$ cat src/rtl/conv_pkg.sv
// Shared types and helpers for the conv_window_buffer sliding-window generator.
package conv_pkg;

   localparam int CONV_K       = 3;
   localparam int CONV_D_WIDTH = 8;
   localparam int CONV_IMG_W   = 28;
   localparam int CONV_IMG_H   = 28;

   localparam int CONV_COL_W = $clog2(CONV_IMG_W);
   localparam int CONV_ROW_W = $clog2(CONV_IMG_H);

   typedef enum logic [1:0] {
      FILL   = 2'd0,
      STREAM = 2'd1,
      FLUSH  = 2'd2
   } conv_win_state_t;

   // Flat position of window element (r, c) inside out_data, in element units.
   function automatic int win_idx(input int r, input int c, input int k = CONV_K);
      return r * k + c;
   endfunction

   // Counter width for a 0..n-1 counter, never narrower than one bit.
   function automatic int cnt_w(input int n);
      return (n > 1) ? $clog2(n) : 1;
   endfunction

endpackage

$ cat src/rtl/conv_window_buffer_line_buffer.sv
// One image line of delay: a D_WIDTH x DEPTH shift register that advances only on en.
module conv_line_buffer
   import conv_pkg::*;
#(
   parameter int D_WIDTH = CONV_D_WIDTH,
   parameter int DEPTH   = CONV_IMG_W
) (
   input  logic               clk,
   input  logic               rst,
   input  logic               en,
   input  logic [D_WIDTH-1:0] din,
   output logic [D_WIDTH-1:0] dout
);

   logic [D_WIDTH-1:0] sr [DEPTH];

   always_ff @(posedge clk or posedge rst) begin
      if (rst) begin
         for (int i = 0; i < DEPTH; i++) sr[i] <= '0;
      end else if (en) begin
         sr[0] <= din;
         for (int i = 1; i < DEPTH; i++) sr[i] <= sr[i-1];
      end
   end

   assign dout = sr[DEPTH-1];

endmodule

$ cat src/rtl/conv_window_buffer.sv
// Streaming KxK sliding-window generator (valid convolution, raster-order input).
// Optional in_last consistency check and sticky frame_err: define CONV_WIN_FRAME_CHECK_EN.
//
// state  | meaning
// FILL   | first K-1 rows of the frame arriving, no window possible yet
// STREAM | windows being emitted as pixels arrive
// FLUSH  | last pixel taken, final window waiting for out_ready
module conv_window_buffer
   import conv_pkg::*;
#(
   parameter int K       = CONV_K,
   parameter int D_WIDTH = CONV_D_WIDTH,
   parameter int IMG_W   = CONV_IMG_W,
   parameter int IMG_H   = CONV_IMG_H
) (
   input  logic                   clk,
   input  logic                   rst,
   input  logic [D_WIDTH-1:0]     in_data,
   input  logic                   in_valid,
   output logic                   in_ready,
   input  logic                   in_last,
   output logic [D_WIDTH*K*K-1:0] out_data,
   output logic                   out_valid,
   input  logic                   out_ready,
   output logic                   frame_done
`ifdef CONV_WIN_FRAME_CHECK_EN
   ,
   output logic                   frame_err
`endif
);

   localparam int COL_BITS = cnt_w(IMG_W);
   localparam int ROW_BITS = cnt_w(IMG_H);
   localparam logic [COL_BITS-1:0] COL_LAST      = COL_BITS'(IMG_W - 1);
   localparam logic [ROW_BITS-1:0] ROW_LAST      = ROW_BITS'(IMG_H - 1);
   localparam logic [COL_BITS-1:0] COL_FIRST_WIN = COL_BITS'(K - 1);
   localparam logic [ROW_BITS-1:0] ROW_FIRST_WIN = ROW_BITS'(K - 1);
   localparam logic [ROW_BITS-1:0] ROW_FILL_LAST = ROW_BITS'(K - 2);

   conv_win_state_t     state;
   logic [COL_BITS-1:0] col;
   logic [ROW_BITS-1:0] row;
   logic                accept;
   logic                win_done;
   logic                last_px;

   logic [D_WIDTH-1:0]     lb_in   [K-1];
   logic [D_WIDTH-1:0]     lb_out  [K-1];
   logic [D_WIDTH-1:0]     col_new [K];
   logic [D_WIDTH-1:0]     win     [K][K];
   logic [D_WIDTH-1:0]     win_nxt [K][K];
   logic [D_WIDTH*K*K-1:0] out_nxt;

   // Single output slot: a new pixel may enter whenever that slot is free or draining.
   assign in_ready = !rst && (!out_valid || out_ready);
   assign accept   = in_valid && in_ready;
   assign win_done = (row >= ROW_FIRST_WIN) && (col >= COL_FIRST_WIN);
   assign last_px  = (row == ROW_LAST) && (col == COL_LAST);

   // Line buffer 0 sees the live pixel; deeper buffers hold progressively older rows.
   for (genvar gi = 0; gi < K - 1; gi++) begin : g_line
      if (gi == 0) begin : g_head
         assign lb_in[gi] = in_data;
      end else begin : g_tail
         assign lb_in[gi] = lb_out[gi-1];
      end

      conv_line_buffer #(
         .D_WIDTH (D_WIDTH),
         .DEPTH   (IMG_W)
      ) u_line (
         .clk  (clk),
         .rst  (rst),
         .en   (accept),
         .din  (lb_in[gi]),
         .dout (lb_out[gi])
      );

      assign col_new[gi] = lb_out[K-2-gi];
   end
   assign col_new[K-1] = in_data;

   always_comb begin
      win_nxt = win;
      for (int r = 0; r < K; r++) begin
         for (int c = 0; c < K - 1; c++) win_nxt[r][c] = win[r][c+1];
         win_nxt[r][K-1] = col_new[r];
      end
   end

   always_comb begin
      out_nxt = '0;
      for (int r = 0; r < K; r++) begin
         for (int c = 0; c < K; c++) begin
            out_nxt[D_WIDTH*win_idx(r, c, K) +: D_WIDTH] = win_nxt[r][c];
         end
      end
   end

   always_ff @(posedge clk or posedge rst) begin
      if (rst) begin
         state      <= FILL;
         col        <= '0;
         row        <= '0;
         out_valid  <= 1'b0;
         out_data   <= '0;
         frame_done <= 1'b0;
         for (int r = 0; r < K; r++) begin
            for (int c = 0; c < K; c++) win[r][c] <= '0;
         end
      end else begin
         frame_done <= 1'b0;

         // Row-wrap windows still shift through the register, they just never reach out_data.
         if (accept) begin
            win       <= win_nxt;
            out_valid <= win_done;
            if (win_done) out_data <= out_nxt;
            if (col == COL_LAST) begin
               col <= '0;
               row <= (row == ROW_LAST) ? '0 : row + 1'b1;
            end else begin
               col <= col + 1'b1;
            end
         end else if (out_ready) begin
            out_valid <= 1'b0;
         end

         case (state)
            FILL:    if (accept && col == COL_LAST && row == ROW_FILL_LAST) state <= STREAM;
            STREAM:  if (accept && last_px) state <= FLUSH;
            FLUSH: begin
               if (out_valid && out_ready) begin
                  state      <= FILL;
                  frame_done <= 1'b1;
               end
            end
            default: state <= FILL;
         endcase
      end
   end

`ifdef CONV_WIN_FRAME_CHECK_EN
   always_ff @(posedge clk or posedge rst) begin
      if (rst) begin
         frame_err <= 1'b0;
      end else if (accept && (in_last != last_px)) begin
         frame_err <= 1'b1;
      end
   end
`else
   logic unused_in_last;
   assign unused_in_last = in_last;
`endif

endmodule
$ cat config.mk
export PLATFORM = sky130hd
export DESIGN_NAME = conv_window_buffer
export DESIGN_NICKNAME = d
export VERILOG_FILES = /design/src/rtl/conv_pkg.sv /design/src/rtl/conv_window_buffer_line_buffer.sv /design/src/rtl/conv_window_buffer.sv
export SDC_FILE = /design/constraint.sdc
export NUM_CORES = 1
export LEC_CHECK = 0
export ABC_CLOCK_PERIOD_IN_PS = 10100
export BUFFER_PORTS_ARGS = -buffer_cell sky130_fd_sc_hd__buf_2
export CELL_PAD_IN_SITES_DETAIL_PLACEMENT = 1
export CELL_PAD_IN_SITES_GLOBAL_PLACEMENT = 1
export CORE_MARGIN = 2
export CORE_UTILIZATION = 30
export DETAILED_ROUTE_END_ITERATION = 6
export PLACE_DENSITY_LB_ADDON = 0.1
export SYNTH_ARGS = -nofsm -noshare
export SYNTH_HDL_FRONTEND = slang
export SYNTH_HIERARCHICAL = 1
export SYNTH_SLANG_ARGS = --single-unit
$ cat constraint.sdc
create_clock -name clk -period 10.1 [get_ports clk]
set_input_delay 0.505 -clock clk [delete_from_list [all_inputs] [get_ports clk]]
set_output_delay 0.505 -clock clk [all_outputs]
set_load 0.05 [all_outputs]
## Word-level counts from Yosys, hierarchy flattened

Cells that the tools add are included.

| cells by class | value |
|---|---|
| reductions and logical operators | 16 |
| equal/unequal tests | 8 |
| multiplexer cells | 10 |
| add/subtract/negate cells | 2 |
| $lt $le $gt $ge | 2 |

Operators by type and width:

| operator | number |
|---|---|
| adder 5 x 1 -> 5 bit (second input constant) | 2 |
| equality test 5 bit (second input constant) | 2 |
| greater-or-equal comparator 5 x 2 -> 1 bit (second input constant) | 2 |
| 2-to-1 mux 5 bit | 2 |
| logical AND 1 bit | 8 |
| 2-to-1 mux 2 bit | 3 |
| != test 2 bit (second input constant) | 3 |
| one-hot mux 2 bit (3 select lines) | 1 |
| equality test 5 x 1 -> 1 bit (second input constant) | 1 |
| 2-to-1 mux 1 bit | 4 |
| AND reduction 2 bit | 2 |
| AND reduction 3 bit | 1 |
| equality test 2 x 1 -> 1 bit (second input constant) | 1 |
| equality test 2 bit (second input constant) | 1 |
| logical NOT 1 bit | 2 |
| logical NOT 2 bit | 1 |
| nonzero test 2 bit | 1 |
| logical OR 1 bit | 1 |

| word-level totals | value |
|---|---|
| word-level logic and storage cells | 102 |
| output and inout bits | 75 |
| bits of input ports | 13 |
| register bits after elaboration | 550 |

## Logic depth before layout (Yosys ltp)

| logic depth | value |
|---|---|
| word-level depth | 8 |
| depth in mapped cells | 8 |
| gate-level depth less buffers | 6 |

## Cells and area by module

The synthesis kept the hierarchy.

Modules (own cells, without submodules):

| module | area each (µm²) | times used | sequential area each (µm²) | cells each |
|---|---|---|---|---|
| conv_line_buffer | 9,036.2 | 2 | 5,605.4 | 482 |
| conv_window_buffer | 5,592.9 | 1 | 3,353.2 | 433 |

## Least setup slack after synthesis

OpenSTA, ideal clock, no wires.

| path | value |
|---|---|
| path kind | input to output |
| from | input port rst |
| to | output port in_ready |
| buffers on the path | 0 |
| data required time | 9.595 ns |
| arrival time | 3.980 ns |
| setup slack | 5.615 ns |
| cell stages on the path | 2 |
| path through | inv_1 -> and2_1 |

| between the ends | value |
|---|---|
| longest elaborated chain between the ends | 2 |

RTL lines:

| item | line | text |
|---|---|---|
| start, declared | conv_window_buffer.sv:17 | `input logic rst,` |
| logical NOT 1 bit (no line) | - |  |
| logical AND 1 bit | conv_window_buffer.sv:55 | `assign in_ready = !rst && (!out_valid \|\| out_ready);` |
| end, declared | conv_window_buffer.sv:20 | `output logic in_ready,` |

No other way between the ends.

## Worst setup path after layout

| path | value |
|---|---|
| from | register out_valid |
| to | register g_line[1].u_line/sr[59] in the netlist's numbering |

| between the ends | value |
|---|---|
| longest elaborated chain between the ends | 4 |

RTL lines:

| item | line | text |
|---|---|---|
| start, declared | conv_window_buffer.sv:23 | `output logic out_valid,` |
| start signal, assigned | conv_window_buffer.sv:117 | `out_valid <= win_done;` |
| logical NOT 1 bit | conv_window_buffer.sv:55 |  |
| logical OR 1 bit | conv_window_buffer.sv:55 |  |
| logical AND 1 bit | conv_window_buffer.sv:55 |  |
| logical AND 1 bit | conv_window_buffer.sv:56 | `assign accept = in_valid && in_ready;` |
| end, declared | conv_window_buffer_line_buffer.sv:15 | `logic [D_WIDTH-1:0] sr [DEPTH];` |

No other way between the ends.
A chain may end at the register's enable or synchronous reset.

==> metrics.md <==
| Metric | Value |
|---|---|
| Outcome | `finished clean` |
| Most numerous cell in the Yosys netlist | `dfrtp_1` |
| Relative slew slack | `30.1%` |
| Die Width | `285 µm` |
| Die Span Y | `285 µm` |
| Synth cell count leaders | `582 x dfrtp_1, 389 x mux2_4, 152 x nand2_1` |
| Clk buf depth | `3` |
| Synthesized area | `0.0237 mm²` |
| Worst path max stage delay | `850 ps` |
| Synth top area cells | `dfrtp_1 62%, mux2_4 25%, mux2_2 6.3%` |
| Total Neg Setup Slack | `0 ps` |
| Worst Skew | `18.1 ps` |
| Max Clk Rate | `0.293 GHz` |
| Post-CTS Hold Buffers | `0` |
| Clock Sink Count | `582` |
| Clk_lat worst skew | `580 ps` |
| Total gr overflow | `0` |
| Die area | `0.0811 mm²` |
| Fin crit share | `33.8%` |
| Setup CP Type | `register to register` |
| Routed Antenna Nets | `0` |
| Top cell type by total area after synthesis | `dfrtp_1` |
| Crit path time final | `3410 ps` |
| PD cells | `215 mW/mm²` |
| CP Cell Sequence | `nand2b_2, nand2_2, inv_8, buf_12, buf_4, mux2_2` |
| Post-synthesis simple-gate area fraction | `3.30%` |
| Data arrival time of the critical path | `3860 ps` |
| Utilization after layout | `34.9%` |
| Nets | `1497` |
| Worst Hold Class | `input port to asynchronous set/reset pin` |
| Seq/Total Area, Yosys | `61.5%` |
| Post-Synth XOR/XNOR Area | `0%` |
| Asr flop ratio synth | `100%` |
| CTS tree | `built` |
| Initial antenna violation count | `0` |
| Number of synthesized register bits | `582` |
| Gr usage total | `10.4%` |
| Starting density of the core | `30.4%` |
| IR Drop Worst-Case VDD | `0.110 mV` |
| Depth of the CTS H-tree | `3` |
| Post-DR vias/cell | `4.28` |
| RSZ-0062 raised after global routing | `no` |
| Final Max Tran Viols | `0` |
| Yosys warning total | `6` |
| Crit Path Max Fanout | `140` |
| Vias in the first global route | `12400` |
| DP HPWL | `22200 µm` |
| Post-synth EDFFs | `0` |
| Prevailing post-synth register cell | `dfrtp_1` |
| Clock root buffer | `clkbuf_16` |
| Syn Nets | `1415` |
| Synthesized area per cell | `16.9 µm²` |
| # resized after CTS | `0` |
| Synth Area in Compound Gates | `0.412%` |
| # setup viols final | `0` |
| Synth Instances | `1397` |
| Reg2reg end | `g_line[1].u_line/sr[59]` |
| Layout cells sized above 1 | `48.3%` |
| R2R Setup Slk | `6690 ps` |
| Critical Path RT | `10550 ps` |
| Vias | `11000` |
| FF-to-FF Start | `out_valid` |
| LEAKAGE | `13.8 nW` |
| Total Wirelength | `40700 µm` |
| Area delta synth->final | `14.5%` |
| DRC violations left | `0` |
| Clk slew on worst S/H paths | `60 ps` |
| Row cnt | `102` |
| DRT Pass-1 Iters | `4` |
| Mux share of post-synthesis cell area | `31.0%` |
| Main combinational cell family by area after synthesis | `multiplexers` |
| MaxCap Viol Count | `0` |
| Core ar. | `0.0777 mm²` |
| Netlist cell types | `35` |
| Slew @ Worst Pin | `1050 ps` |
| Total setup buffers inserted after CTS | `0` |
| Port bufs | `86` |
| Crit-path slowest cell | `buf_4` |
| Global-route wire length before repair | `69000 µm` |
| CP top delay family | `buffers and inverters` |
| Crit. End Element | `register` |
| Critical path buffers and inverters | `3` |
| Top cell type's share of synthesized area | `61.5%` |
| Final Hold Fails | `0` |
| # IOs | `88` |
| Startpoint Class | `register` |
| Largest net degree at the start of global routing | `141` |
| DRT iter0 DRCs | `492` |
| CTS Buf Count | `67` |
| Detailed-route wire length per cell | `15.8 µm` |
| Worst r2r path cells | `6` |
| Final Wtd Congestion | `0.650` |
| Post-Synth Adder-Cell Area | `0.264%` |
## how the worst max path moves through the flow
stage	from	depth (start not counted)	slack (ps)	to
4_1_cts	out_valid	6	6680	g_line[1].u_line/sr[100]
5_1_grt	out_valid	6	6450	g_line[1].u_line/sr[83]
6_report	out_valid	6	6690	g_line[1].u_line/sr[59]
2_1_floorplan	rst	1	3460	g_line[0].u_line/dout[0]
3_5_place_dp	rst	7	6340	g_line[1].u_line/sr[43]
3_3_place_gp	rst	7	6360	g_line[1].u_line/sr[43]
## layout by cell type, fill, tap and decap left out, types with 2 or more instances in the layout
cell type	Yosys	layout
mux2_4	389	389
nor3b_1	2	2
clkbuf_8	0	20
bufinv_16	0	8
clkbuf_1	7	10
inv_8	0	3
mux2_2	133	133
ha_1	5	5
o31ai_1	3	3
dfrtp_1	582	582
o21ai_0	8	8
buf_2	13	86
clkbuf_16	0	69
nor2_1	5	5
nor3_1	2	2
nor2b_1	2	2
buf_12	7	2
or3_1	3	3
buf_4	16	9
inv_6	0	3
nand3_1	4	4
nand2_1	152	152
and2_1	2	2
clkinv_2	0	9
inv_1	7	4
## cell families (layout without fill, tap and decap cells)
kind of cell	after synthesis	after routing
buffers and inverters	92	224
other	0	1
AND/OR/NAND/NOR	182	182
AO/OA/AOI/OAI	14	14
multiplexers	522	522
flip-flops	582	582
adder cells (fa/ha/maj)	5	5
## sequential cells by signal, indices dropped and copies added, names as in the netlist
| signal | cells |
|---|---|
| g_line.u_line/sr | 432 |
| out_data | 72 |
| out_nxt | 48 |
| g_line.u_line/dout | 16 |
| col | 5 |
| row | 5 |
| state | 2 |
| frame_done | 1 |
| out_valid | 1 |
## per-layer routing
| layer | up-vias | part of all wire (%) | track usage, % |
|---|---|---|---|
| met4 | 0 | 3.0 | 3.93 |
| met3 | 79 | 3.3 | 2.26 |
| li1 | 4934 | - | - |
| met2 | 114 | 47 | 16.4 |
| met1 | 5872 | 47 | 13.9 |
| met5 | - | 0 | 0 |
## per-stage QoR
stage / total power, mW / worst slack, ps / hold slack, ps / cell area (µm²) / cells
2_1_floorplan: 3.21 / 3460 / 446 / 23700 / 1397
3_3_place_gp: 3.29 / 6360 / 464 / 24700 / 2450
3_5_place_dp: 3.31 / 6340 / 467 / 24700 / 2450
4_1_cts: 5.95 / 6680 / 81.7 / 27100 / 2569
5_1_grt: 6.10 / 6450 / 138 / 27100 / 2569
6_report: 5.82 / 6690 / 82.9 / 27100 / 2570
## worst register-to-register path: cells and delay by family, from the launching register on
family	cells	cell delay (ps)
muxes	1	450
and+or+nand+nor	2	230
buffers and inverters	3	2200
DFF	1	400
## layout make-up
| cell class | instances | area [µm²] |
|---|---|---|
| fillers | 7865 | 50600 |
| clock inverters | 20 | 310 |
| multi-input cells | 723 | 8280 |
| clock buffers | 99 | 2040 |
| flip-flops and latches | 582 | 14600 |
| diodes | 1 | 2.50 |
| inverters | 8 | 57.6 |
| repair buffers | 97 | 538 |
| well taps | 1040 | 1300 |
## power breakdown
part / internal, mW / total (mW) / switching [mW]
Combinational: 0.349 / 0.530 / 0.181
Clock: 1.60 / 2.56 / 0.958
Sequential: 2.58 / 2.73 / 0.144
Total: 4.53 / 5.82 / 1.28
Note: power is estimated with default switching activity, not from simulation.
